$ cat config.mk
export PLATFORM = sky130hd
export DESIGN_NAME = fix_addsub_pipe_flat
export DESIGN_NICKNAME = d
export VERILOG_FILES = /design/src/rtl/fix_addsub_pipe_if.sv /design/src/rtl/fix_addsub_pipe.sv /design/src/flat_wrapper.sv
export SDC_FILE = /design/constraint.sdc
export NUM_CORES = 1
export LEC_CHECK = 0
export ABC_AREA = 0
export CORE_MARGIN = 1
export CORE_UTILIZATION = 27
export DETAILED_ROUTE_END_ITERATION = 6
export PLACE_DENSITY = 0.5
export SYNTH_ARGS = -nofsm -noshare
export SYNTH_HDL_FRONTEND = slang
export SYNTH_SLANG_ARGS = --single-unit
$ cat constraint.sdc
create_clock -name clk -period 2.9 [get_ports clk]
set_clock_uncertainty 0.15 [all_clocks]
set_input_delay 0.58 -clock clk [delete_from_list [all_inputs] [get_ports clk]]
set_output_delay 0.58 -clock clk [all_outputs]
set_load 0.01 [all_outputs]
$ cat src/rtl/fix_addsub_pipe_if.sv
// Handshake and data bundle for fix_addsub_pipe.
// Lanes are packed LSB-first: lane i occupies bits [i*WIDTH +: WIDTH].
// The master side feeds operands and consumes results.
// The slave side is the adder/subtractor pipeline.
interface fix_addsub_pipe_if #(
    parameter int WIDTH = 16,
    parameter int LANES = 2
);
    logic                     in_vld;
    logic                     in_rdy;
    logic [LANES-1:0]         sub;
    logic [LANES*WIDTH-1:0]   a;
    logic [LANES*WIDTH-1:0]   b;
    logic                     out_vld;
    logic                     out_rdy;
    logic [LANES*WIDTH-1:0]   r;
    logic [LANES-1:0]         ovf;

    modport master (
        output in_vld, sub, a, b, out_rdy,
        input  in_rdy, out_vld, r, ovf
    );

    modport slave (
        input  in_vld, sub, a, b, out_rdy,
        output in_rdy, out_vld, r, ovf
    );
endinterface

$ cat src/rtl/fix_addsub_pipe.sv
// Multi-lane pipelined two's-complement fixed-point adder/subtractor used for
// FFT butterfly sum/difference. The arithmetic happens in stage 0; later
// stages only delay the result. A valid/ready chain lets bubbles collapse and
// holds the output steady under backpressure.
// Optional build macro FIX_ADDSUB_SAT_EN: when defined, overflowing lanes clamp
// to the most positive/negative value instead of wrapping. ovf is raised in
// both builds.
module fix_addsub_pipe #(
    parameter int WIDTH  = 16,
    parameter int FRAC   = 7,
    parameter int LANES  = 2,
    parameter int STAGES = 2,
    parameter int CNT_W  = 16
) (
    input  logic                 clk,
    input  logic                 rstn,
    fix_addsub_pipe_if.slave     bus,
    input  logic                 clr_stat,
    output logic                 ovf_sticky,
    output logic [CNT_W-1:0]     ovf_cnt
);

    // FRAC only documents the Q format; the arithmetic is format-agnostic.
    if (STAGES < 1 || STAGES > 4 || WIDTH < 4 || WIDTH > 32 || FRAC >= WIDTH || FRAC < 0)
    begin : g_bad_param
        $error("fix_addsub_pipe: illegal parameter combination");
    end

    localparam logic signed [WIDTH:0] ONE = {{WIDTH{1'b0}}, 1'b1};

    // Sign-extended sum; subtraction uses a + ~b + 1 so the most negative b
    // still produces the mathematically correct WIDTH+1 bit result.
    function automatic logic signed [WIDTH:0] sum_ext(
        input logic signed [WIDTH-1:0] x,
        input logic signed [WIDTH-1:0] y,
        input logic                    neg
    );
        logic signed [WIDTH:0] xe;
        logic signed [WIDTH:0] ye;
        xe = {x[WIDTH-1], x};
        ye = {y[WIDTH-1], y};
        if (neg) begin
            return xe + (~ye) + ONE;
        end
        return xe + ye;
    endfunction

`ifdef FIX_ADDSUB_SAT_EN
    // Clamp an overflowing extended sum to the representable extreme whose
    // sign matches the true result (the extra top bit).
    function automatic logic [WIDTH-1:0] saturate(input logic signed [WIDTH:0] s);
        if (s[WIDTH] == s[WIDTH-1]) begin
            return s[WIDTH-1:0];
        end
        return s[WIDTH] ? {1'b1, {(WIDTH-1){1'b0}}} : {1'b0, {(WIDTH-1){1'b1}}};
    endfunction
`endif

    logic [LANES*WIDTH-1:0] res_in;
    logic [LANES-1:0]       ovf_in;

    // ---- stage 0 arithmetic (combinational, registered into stage 0) ----
    for (genvar i = 0; i < LANES; i++) begin : g_lane
        logic signed [WIDTH:0] s;
        assign s = sum_ext(bus.a[i*WIDTH +: WIDTH], bus.b[i*WIDTH +: WIDTH], bus.sub[i]);
        assign ovf_in[i] = s[WIDTH] ^ s[WIDTH-1];
`ifdef FIX_ADDSUB_SAT_EN
        assign res_in[i*WIDTH +: WIDTH] = saturate(s);
`else
        assign res_in[i*WIDTH +: WIDTH] = s[WIDTH-1:0];
`endif
    end

    logic [STAGES-1:0]      vld_p;
    logic [LANES*WIDTH-1:0] res_p [STAGES];
    logic [LANES-1:0]       ovf_p [STAGES];
    logic [STAGES-1:0]      load;

    // Ready chain: a stage may load if it, or any stage downstream of it, is
    // empty, or the consumer takes the last stage this cycle.
    always_comb begin
        logic free;
        free = bus.out_rdy;
        load = '0;
        for (int k = STAGES - 1; k >= 0; k--) begin
            free    = free || !vld_p[k];
            load[k] = free;
        end
    end

    assign bus.in_rdy  = load[0];
    assign bus.out_vld = vld_p[STAGES-1];
    assign bus.r       = res_p[STAGES-1];
    assign bus.ovf     = ovf_p[STAGES-1];

    // Pipeline registers: stage 0 captures the new beat, later stages shift.
    always_ff @(posedge clk or negedge rstn) begin
        if (!rstn) begin
            vld_p <= '0;
            for (int k = 0; k < STAGES; k++) begin
                res_p[k] <= '0;
                ovf_p[k] <= '0;
            end
        end else begin
            // ---- stage 0 ----
            if (load[0]) begin
                vld_p[0] <= bus.in_vld;
                res_p[0] <= res_in;
                ovf_p[0] <= ovf_in;
            end
            // ---- stages 1..STAGES-1: pure delay ----
            for (int k = 1; k < STAGES; k++) begin
                if (load[k]) begin
                    vld_p[k] <= vld_p[k-1];
                    res_p[k] <= res_p[k-1];
                    ovf_p[k] <= ovf_p[k-1];
                end
            end
        end
    end

    logic ovf_event;
    assign ovf_event = bus.out_vld && bus.out_rdy && (|bus.ovf);

    // Overflow statistics: clear wins over a same-cycle event; counter saturates.
    always_ff @(posedge clk or negedge rstn) begin
        if (!rstn) begin
            ovf_sticky <= 1'b0;
            ovf_cnt    <= '0;
        end else if (clr_stat) begin
            ovf_sticky <= 1'b0;
            ovf_cnt    <= '0;
        end else if (ovf_event) begin
            ovf_sticky <= 1'b1;
            if (ovf_cnt != {CNT_W{1'b1}}) begin
                ovf_cnt <= ovf_cnt + CNT_W'(1);
            end
        end
    end

endmodule

$ cat src/flat_wrapper.sv
// flat-port wrapper written by rule: the top's interface ports become plain ports
module fix_addsub_pipe_flat 
#(
    parameter int WIDTH  = 16,
    parameter int FRAC   = 7,
    parameter int LANES  = 2,
    parameter int STAGES = 2,
    parameter int CNT_W  = 16
)
  (clk, rstn, clr_stat, ovf_sticky, ovf_cnt, bus_in_vld, bus_sub, bus_a, bus_b, bus_out_rdy, bus_in_rdy, bus_out_vld, bus_r, bus_ovf);
  fix_addsub_pipe_if #(.WIDTH(WIDTH), .LANES(LANES)) bus_i ();
  input  logic clk;
  input  logic rstn;
  input  logic clr_stat;
  output logic ovf_sticky;
  output logic [CNT_W-1:0] ovf_cnt;
  input wire logic [$bits(bus_i.in_vld)-1:0] bus_in_vld;
  input wire logic [$bits(bus_i.sub)-1:0] bus_sub;
  input wire logic [$bits(bus_i.a)-1:0] bus_a;
  input wire logic [$bits(bus_i.b)-1:0] bus_b;
  input wire logic [$bits(bus_i.out_rdy)-1:0] bus_out_rdy;
  output wire logic [$bits(bus_i.in_rdy)-1:0] bus_in_rdy;
  output wire logic [$bits(bus_i.out_vld)-1:0] bus_out_vld;
  output wire logic [$bits(bus_i.r)-1:0] bus_r;
  output wire logic [$bits(bus_i.ovf)-1:0] bus_ovf;
  assign bus_i.in_vld = bus_in_vld;
  assign bus_i.sub = bus_sub;
  assign bus_i.a = bus_a;
  assign bus_i.b = bus_b;
  assign bus_i.out_rdy = bus_out_rdy;
  assign bus_in_rdy = bus_i.in_rdy;
  assign bus_out_vld = bus_i.out_vld;
  assign bus_r = bus_i.r;
  assign bus_ovf = bus_i.ovf;
  fix_addsub_pipe #(.WIDTH(WIDTH), .FRAC(FRAC), .LANES(LANES), .STAGES(STAGES), .CNT_W(CNT_W)) u_core (.clk(clk), .rstn(rstn), .bus(bus_i), .clr_stat(clr_stat), .ovf_sticky(ovf_sticky), .ovf_cnt(ovf_cnt));
endmodule
## After elaboration in Yosys (flattened, before gate mapping)

Index checks and enable logic that the tools add are counted.

- Register bits after elaboration: 87
- Latch bits: 0
- Memory bits (writable): 0
- Memory bits (read-only): 0
- Input port bits: 71
- Output and inout bits: 53
- Memories: 0

- Add/subtract/negate cells: 7
- Multiply operators: 0
- Divide/modulo/power cells: 0
- Order comparisons: 0
- Eq/ne operators: 1
- Shift operators: 0
- Multiplexer cells: 11
- Bitwise operators: 4
- Reductions and logical operators: 10

Operator list:

| operator | count |
|---|---|
| $mux W17 | 4 |
| $mux W16 | 3 |
| $add A16 B16 Y17 | 2 |
| $add A16 B17 Y17 | 2 |
| $add A17 B2 Y17 const B | 2 |
| $not A16 Y17 | 2 |
| $add A16 B1 Y16 const B | 1 |
| $ne A16 B16 Y1 const B | 1 |
| $mux W1 | 4 |
| $reduce_bool A2 Y1 | 2 |
| $logic_and A1 B1 Y1 | 2 |
| $logic_not A1 Y1 | 2 |
| $logic_or A1 B1 Y1 | 2 |
| $reduce_and A2 Y1 | 1 |
| $reduce_or A2 Y1 | 1 |
| $xor A1 B1 Y1 | 2 |

## Depth between registers and ports, before layout

Gate-level depths: netlist (run 1).

- Word-level depth: 6
- Depth in mapped cells: 11

## Worst setup path after synthesis (run 1)

Ideal clock, no wire load.

- Path type: in2reg
- Start: input bus_b[25]
- End: register u_core.res_p[63] (netlist bit)
- Data arrival time: 2.397 ns
- Data required time: 2.608 ns
- Slack: 0.211 ns
- Stages on the path: 11
- Cell sequence: inv_1 > ha_1 > buf_6 > or3_4 > or4_4 > nor2_1 > nand2_1 > o21ai_0 > o31a_2 > xor2_1 > a21oi_1

- Word-level cells in the longest chain between the ends: 5
- Elaborated cells between the ends (all ways): 6
- Classes of those cells: 3 x add/sub; 2 x mux; 1 x bitwise

RTL lines:

| item | line | RTL |
|---|---|---|
| start, declared | flat_wrapper.sv:20 | `input wire logic [$bits(bus_i.b)-1:0] bus_b;` |
| $not A16 Y17 | fix_addsub_pipe.sv:43 | `return xe + (~ye) + ONE;` |
| $add A16 B17 Y17 | fix_addsub_pipe.sv:43 |  |
| $add A17 B2 Y17 | fix_addsub_pipe.sv:43 |  |
| $mux W17 | fix_addsub_pipe.sv:42 | `if (neg) begin` |
| $mux W17 * | fix_addsub_pipe.sv:45 | `return xe + ye;` |
| end signal, assigned by index | fix_addsub_pipe.sv:115 | `res_p[k] <= res_p[k-1];` |
| end, declared | fix_addsub_pipe.sv:75 | `logic [LANES*WIDTH-1:0] res_p [STAGES];` |

Every way passes the cells marked *; elsewhere a longest branch is shown, timed or not. The select of a mux whose other input is x is not followed.
A chain may end at the register's enable or synchronous reset.

## Worst setup path in the final report (run 1)

- Start: input bus_b[0]
- End: register u_core.res_p[46] (netlist bit)

The elaborated chain is that of the path after synthesis.

==> summary.md, run 1 <==
| Metric | Value |
|---|---|
| Grt ovf | 0 |
| PortBufs | 123 |
| # IOs | 124 |
| Rows | 58 |
| NumNets Final | 1,204 |
| Top post-synthesis cells by area | dfrtp_1 32%, ha_1 12%, nand2_1 8.2% |
| Critical Path, Cell by Cell | dlygate4sd2_1 > buf_4 > ha_4 > fa_2 > nor2b_1 > o31a_1 > o21ai_0 > a211oi_1 > a21oi_1 > o41ai_2 > xnor2_1 > a21oi_1 |
| Synthesized area per cell | 7.88 µm² |
| Post-DP HPWL | 15,700 µm |
| Clock share of power | 24.9% |
| Logic pwr share | a little under two fifths |
| Ant. Diodes | 0 |
| 1st-iter DRT viols | 282 |
| CP max-delay cell | fa_2 |
| First-pass GRT wire length | 32,300 µm |
| Sw power | ~1500 µW |
| Placed cell areas | 9060 µm² |
| Type of origin of the critical path | input pin |
| Clock Sinks | between 80 and 90 |
| DRC | 0 |
| Drt pass-1 iters | 4 |
| YS warnings | 0 |
| Worst IR Drop VDD | 0.275 mV |
| Die height | 162 µm |
| Max-Cap Viols | 0 |
| Wire per inst | approximately 14 µm |
| FMAX | 353 MHz |
| Worst hold-check path type | input pin to asynchronous set/reset pin |
| Main synth FF type | dfrtp_1 |
| Fin. max-slew vios | 0 |
| Critical path capture point type | register |
| Clk slew on worst S/H paths | 70 ps |
| H-tree depth | 3 |
| Top cell by count, worst path | a21oi_1 |
| CTS Hold Bufs | 0 |
| Overall routing resource usage | 15.3% |
| Pwr dens | 453 nW/µm² |
| Reg power frac | 36.8% |
| Syn Std Cell Area | 6900 µm² |
| Via/cell ratio | about 4.7 |
| Asr flop ratio synth | 100% |
| Worst setup margin | 67.6 ps |
| Antenna Nets Post-Route | 0 |
| Register area share after synthesis | 31.6% |
| Dpl ws | -519 ps |
| Clk Latency, worst-skew pair | 330 ps |
| Initial antenna violation count | 0 |
| Final setup fails | 0 |
| Status | finished clean |
| CP Buf/Inv Count | 2 |
| Routability cong. | 0.882 |
| Vias in the first global route | 6,307 |
| Fill cell count | 2,707 |
| DR vias | 6,568 |
| Crit Path Class | input pin to register |
| Synth area leader | dfrtp_1 |
| Lkg Pwr | 0.00443 µW |
| Worst-path fanout max | 3 |
| Max clock buf depth | 2 |
| Clock period minus worst slack | about 2800 ps |
| Switching Share | roughly a third |
| Top cell type's share of synthesized area | 31.6% |
| Die Area | ~26,000 µm² |
| Synth cell types | 62 |
| EDFF count, synth | 0 |
| Setup TNS | 0 ps |
| Peak per-stage delay on the critical path | 390 ps |
| Layout cells sized above 1 | 20.1% |
| Largest net degree at the start of global routing | 52 |
| Post-Syn Nets | 1,016 |
| Cell family with most CP delay | compound AO/OA/AOI/OAI gates |
| Synthesized instance count | 876 |
| Internal cell power | 2920 µW |
| Final Cycle Share | 97.7% |
| Core area | between 20,000 and 30,000 µm² |
| Synth-to-layout area growth | 41.1% |
| Fin. Hold Viols | 0 |
| Die X | 162 µm |
| Synthesis-stage register bit count | 87 |
| Post-route cell area | between 9000 and 10,000 µm² |
| Least-Margin Pin Slew | 542 ps |
| CTS tree | done |
| Clock Tree Root | clkbuf_16 |
| CTS Buf Count | 9 |
| Rel. slew slack | 63.5% |
| Core occupancy in the finished layout | 38.8% |
| Total wire length | around 20,000 µm |
| Arr. time, crit path | 2880 ps |
| Initial Utilization | roughly 27% |
| Critical Path RT | 2950 ps |
-- metrics by stage --
step | instances | hold WS, ps | total power (µW)
finish | 1399 | 56.0 | 4410
CTS | 1396 | 65.6 | 4420
global route | 1399 | 81.3 | 4700
global placement | 1379 | 288 | 3260
floorplan | 876 | 134 | 2550
detailed placement | 1379 | 288 | 3260
-- cell type report --
| cell class | count | area (µm²) | area share (%) |
|---|---|---|---|
| multi-input combinational | 653 | 4410 | 45.3 |
| tap | 330 | 413 | 4.24 |
| sequential | 87 | 2180 | 22.4 |
| inverter | 60 | 225 | 2.31 |
| timing repair buffer | 253 | 2230 | 22.9 |
| clock inverter | 5 | 40.0 | 0.411 |
| clock buffer | 11 | 243 | 2.49 |
-- worst register-to-register path, stage by stage (launching register included) --
cell and delay, ps:
dfrtp_1 450, and4_1 270, and4_1 290, nand4_1 190, o21a_1 230, o211ai_2 310
nor2_1 100, xnor2_1 150, nor2_1 50
-- registers in the layout, summed over array words and instances, names as in the netlist --
name,count
u_core.bus.r,32
u_core.res_p,32
u_core.ovf_cnt,16
u_core.bus.ovf,2
u_core.ovf_p,2
u_core.vld_p,2
u_core.ovf_sticky,1
-- cells in the mapped netlist, drive strengths merged (2+ instances only) --
| master | n |
|---|---|
| nand2 | 151 |
| dfrtp | 87 |
| nor2 | 75 |
| a21oi | 68 |
| ha | 65 |
| o21ai | 65 |
| inv | 58 |
| buf | 47 |
| clkbuf | 29 |
| xnor2 | 28 |
| nor3 | 17 |
| nor2b | 16 |
| a31oi | 15 |
| nand3 | 13 |
| a21o | 11 |
| nand2b | 10 |
| or3 | 10 |
| xor2 | 10 |
| o211ai | 9 |
| o21bai | 9 |
| o31ai | 9 |
| nand4 | 7 |
| a211oi | 6 |
| nor4 | 5 |
| o21a | 5 |
| or4 | 5 |
| fa | 4 |
| mux2i | 4 |
| and3 | 3 |
| o221ai | 3 |
| o22ai | 3 |
| or2 | 3 |
| a2111oi | 2 |
| a21boi | 2 |
| a22oi | 2 |
| and2 | 2 |
| and4 | 2 |
| clkinv | 2 |
| o211a | 2 |
| o311ai | 2 |
| o31a | 2 |
| o41ai | 2 |
-- logic make-up after synthesis --
family,count (synthesis),synth area share (%)
and+or+nand+nor,322,20.9
xor gates and xnor gates,38,4.82
DFF,87,31.6
AOI/OAI and AO/OA,220,19.5
buffers and inverters,136,9.68
adders and majority gates,69,12.9
muxes,4,0.580
-- final timing paths --
path	depth (start not counted)	start	endpoint	slack [ps]
max	12	bus_b[0]	u_core.res_p[46]$_DFFE_PN0P_	70
min	1	rstn	u_core.ovf_cnt[8]$_DFFE_PN0P_	60
max reg2reg	8	u_core.ovf_cnt[7]$_DFFE_PN0P_	u_core.ovf_cnt[7]$_DFFE_PN0P_	590
min reg2reg	2	u_core.vld_p[0]$_DFFE_PN0P_	u_core.vld_p[1]$_DFFE_PN0P_	300
max in group asynchronous	2	rstn	u_core.res_p[44]$_DFFE_PN0P_	1880
min in group clk	2	u_core.vld_p[0]$_DFFE_PN0P_	u_core.vld_p[1]$_DFFE_PN0P_	300
-- metal layers --
metal | wire (µm) | global-route usage, % | vias up
met5 | 0 | 0 | -
met4 | 210 | 3.09 | 0
met3 | 776 | 2.35 | 15
met2 | 8930 | 23.9 | 123
met1 | 10000 | 22.1 | 3116
li1 | - | - | 3314
-- cell usage in the layout (no fill, tap or decap), types with 11 or more instances in the layout --
cell type | synthesis | layout
a21o_1 | 11 | 11
nor2b_1 | 16 | 14
dfrtp_1 | 87 | 87
nor2_1 | 75 | 73
nand3_1 | 13 | 12
nor3_1 | 17 | 15
ha_1 | 65 | 53
nand2_1 | 151 | 151
clkdlybuf4s50_1 | 0 | 105
a21oi_1 | 68 | 65
inv_1 | 58 | 54
o21ai_0 | 56 | 51
buf_4 | 35 | 130
xnor2_1 | 28 | 27
-- power groups by stage --
stage / clock network (µW) / registers, µW / logic [µW]
floorplan: 0 / 1580 / 976
global placement: 0 / 1650 / 1610
detailed placement: 0 / 1650 / 1610
CTS: 1140 / 1630 / 1650
global route: 1180 / 1660 / 1860
finish: 1100 / 1620 / 1690
-- repair_timing --
item                       in CTS  in global routing
setup endpoints to repair      15                 15
pin swaps                      33                 32
buffers inserted                2                  3
cloned                          0                  0
hold endpoints to repair        0                  0
gates resized for setup        37                 51
(Power assumes the default switching activity.)
==> run 2: changes to the inputs <==
--- a/config.mk
+++ b/config.mk
@@ -9,6 +9,7 @@
 export CORE_MARGIN = 1
 export CORE_UTILIZATION = 27
 export DETAILED_ROUTE_END_ITERATION = 6
+export HOLD_SLACK_MARGIN = 0.08
 export PLACE_DENSITY = 0.5
 export SYNTH_ARGS = -nofsm -noshare
 export SYNTH_HDL_FRONTEND = slang
==> run 2 against run 1 <==
  * Clock power about the same
  * Count of clock-buffer cells in the layout stayed put
  * Highest routed layer unchanged
  * Die area unchanged
  * Largest power group unchanged
  * Critical path depth stayed put
  * Total power about the same
  * First-iteration DRC count rose by 17%
  * Critical endpoint is now u_core.res_p[45]$_DFFE_PN0P_
==> summary.md, run 2 (synthesis results as in run 1) <==
| Metric | Value |
|---|---|
| Status | finished clean |
| Worst reg2reg path startpoint | u_core.ovf_cnt[7]$_DFFE_PN0P_ |
| Largest net degree at the start of global routing | 52 (unchanged) |
| Hold_sp | u_core.vld_p[0]$_DFFE_PN0P_ |
| Hold Crit Depth | 2 |
| CTS Buf Count | 9 (unchanged) |
| Critical Path, Cell by Cell | clkdlybuf4s50_1 > inv_1 > ha_1 > inv_1 > a21oi_1 > buf_4 > a211oi_1 > nor4_2 > o41ai_2 > o311ai_1 > xnor2_1 > o21ai_1 |
| Final setup fails | 0 (unchanged) |
| Clk Latency, worst-skew pair | 330 ps (about the same) |
| Fin Hold WS | 300 ps (+244 ps) |
| Total wire length | 20,000 µm (about the same) |
| Fill cell count | 2,709 (+0.074%) |
| Clock period minus worst slack | 2820 ps (-14.1 ps) |
| End point of the worst hold path | u_core.vld_p[1]$_DFFE_PN0P_ |
| Lkg Pwr | 0.00443 µW (about the same) |
| Die Area | 26,200 µm² (unchanged) |
| Type of origin of the critical path | input pin |
| Critical path capture point type | register |
| Fin. max-slew vios | 0 (unchanged) |
| DRC | 0 (unchanged) |
| Layout cells sized above 1 | 20.1% (about the same) |
| Clock Tree Root | clkbuf_16 |
| Setup crit start | bus_b[8] |
| Vias in the first global route | 6,307 (unchanged) |
| R2R depth | 8 (unchanged) |
| Reg2reg end | u_core.ovf_cnt[7]$_DFFE_PN0P_ |
| CP max-delay cell | clkdlybuf4s50_1 |
| Top cell by count, worst path | inv_1 |
| Critical Path RT | 2950 ps (about the same) |
| Die X | 162 µm (unchanged) |
| Antenna Nets Post-Route | 0 (unchanged) |
| Worst IR Drop VDD | 0.275 mV (-0.14%) |
| Overall routing resource usage | 15.3% (unchanged) |
| PortBufs | 123 (unchanged) |
| Die height | 162 µm (unchanged) |
| # IOs | 124 (unchanged) |
| Arr. time, crit path | 2870 ps (about the same) |
| 1st-iter DRT viols | 329 (+17%) |
| Max clock buf depth | 2 (unchanged) |
| Final Cycle Share | 97.2% (-0.49 points) |
| Routability cong. | 0.882 (unchanged) |
| Initial antenna violation count | 0 (unchanged) |
| Initial Utilization | 27.5% (unchanged) |
| Pwr dens | 453 nW/µm² (about the same) |
| Setup slack, reg-to-reg | 600 ps (about the same) |
| Drt pass-1 iters | 4 (unchanged) |
| FMAX | 355 MHz (+0.50%) |
| H-tree depth | 3 (unchanged) |
| Grt ovf | 0 (unchanged) |
| Post-DP HPWL | 15,700 µm (unchanged) |
| Clock Sinks | 87 (unchanged) |
| NumNets Final | 1,205 (+0.083%) |
| DR vias | 6,565 (-0.046%) |
| Peak per-stage delay on the critical path | 480 ps (+90 ps) |
| Worst hold-check path type | register to register |
| Commonest non-fill, non-tap cell in the layout | nand2_1 |
| Power Total | 4410 µW (about the same) |
| Rel. slew slack | 64.3% (+0.82 points) |
| Crit Path Class | input pin to register |
| Core area | 25,100 µm² (unchanged) |
| Clk slew on worst S/H paths | 70 ps (about the same) |
| First-pass GRT wire length | 32,300 µm (unchanged) |
| CTS tree | done |
| Wire per inst | 14.3 µm (about the same) |
| Fin. Hold Viols | 0 (unchanged) |
| Rows | 58 (unchanged) |
| Synth-to-layout area growth | 41.3% |
| Least-Margin Pin Slew | 530 ps (-12.2 ps) |
| Via/cell ratio | 4.69 (-0.12%) |
| Max-Cap Viols | 0 (unchanged) |
| Ant. Diodes | 0 (unchanged) |
| Worst-path fanout max | 4 (+1) |
| Most frequent cells in the layout | 151 x nand2_1, 130 x buf_4, 105 x clkdlybuf4s50_1 |
==> run 2: changes by cell type in the layout (fill, tap and decap cells not counted) <==
cell,delta
dlygate4sd3_1,+1
==> run 2: where the power goes <==
part           total [µW]  leakage [µW]  switching (µW)  internal [µW]
Combinational        1690       0.00324             826            861
Clock                1100      0.000129             489            611
Sequential           1630       0.00107             172           1450
==> run 2: repair_timing <==
action / CTS / global route
buffers inserted: 2 / 3
hold buffers: 1 / 0
pin swaps: 33 / 32
gates resized for setup: 37 / 51
hold endpoints to repair: 15 / 0
endpoints found under the setup margin: 15 / 15
==> run 2: final cells by class <==
| cell class | count | area (µm²) | area share [%] |
|---|---|---|---|
| multi-input cells | 653 | 4410 | 45.3 |
| repair buffers | 254 | 2240 | 22.9 |
| flip-flops and latches | 87 | 2180 | 22.3 |
| well taps | 330 | 413 | 4.24 |
| clock buffers | 11 | 243 | 2.49 |
| inverters | 60 | 225 | 2.31 |
| clock inverters | 5 | 40.0 | 0.411 |
==> run 2: worst max-delay path, delay by kind of cell <==
| kind | cells | cell delay, ps |
|---|---|---|
| fa+ha+maj | 1 | 340 |
| buf+inv | 4 | 770 |
| xor+xnor | 1 | 170 |
| simple gates | 1 | 290 |
| compound gates | 5 | 720 |
==> run 2: per-stage QoR <==
stage	cell area (µm²)	setup WS [ps]	util (%)	setup TNS (ps)	cells
finish	9750	81.7	38.8	0	1400
detailed placement	9060	-519	36.1	-8310	1379
global route	9750	-0.654	38.8	-0.654	1400
global placement	9060	-485	36.1	-7580	1379
floorplan	6900	211	-	0	876
CTS	9510	0.708	37.9	0	1397
==> run 2: metal layers <==
layer / share of wire (%) / up-vias / wire length [µm] / global-route usage, %
li1: - / 3319 / - / -
met1: 50 / 3107 / 10000 / 22.1
met2: 45 / 124 / 8970 / 23.9
met3: 3.7 / 15 / 732 / 2.35
met4: 1.1 / 0 / 210 / 3.09
met5: 0 / - / 0 / 0
==> run 2: worst max path at each step <==
stage	slack (ps)	endpoint
floorplan	210	u_core.res_p[63]$_DFFE_PN0P_
finish	80	u_core.res_p[45]$_DFFE_PN0P_
CTS	0.7	u_core.res_p[63]$_DFFE_PN0P_
detailed placement	-520	u_core.res_p[43]$_DFFE_PN0P_
global route	-0.7	u_core.res_p[47]$_DFFE_PN0P_
global placement	-480	u_core.res_p[42]$_DFFE_PN0P_
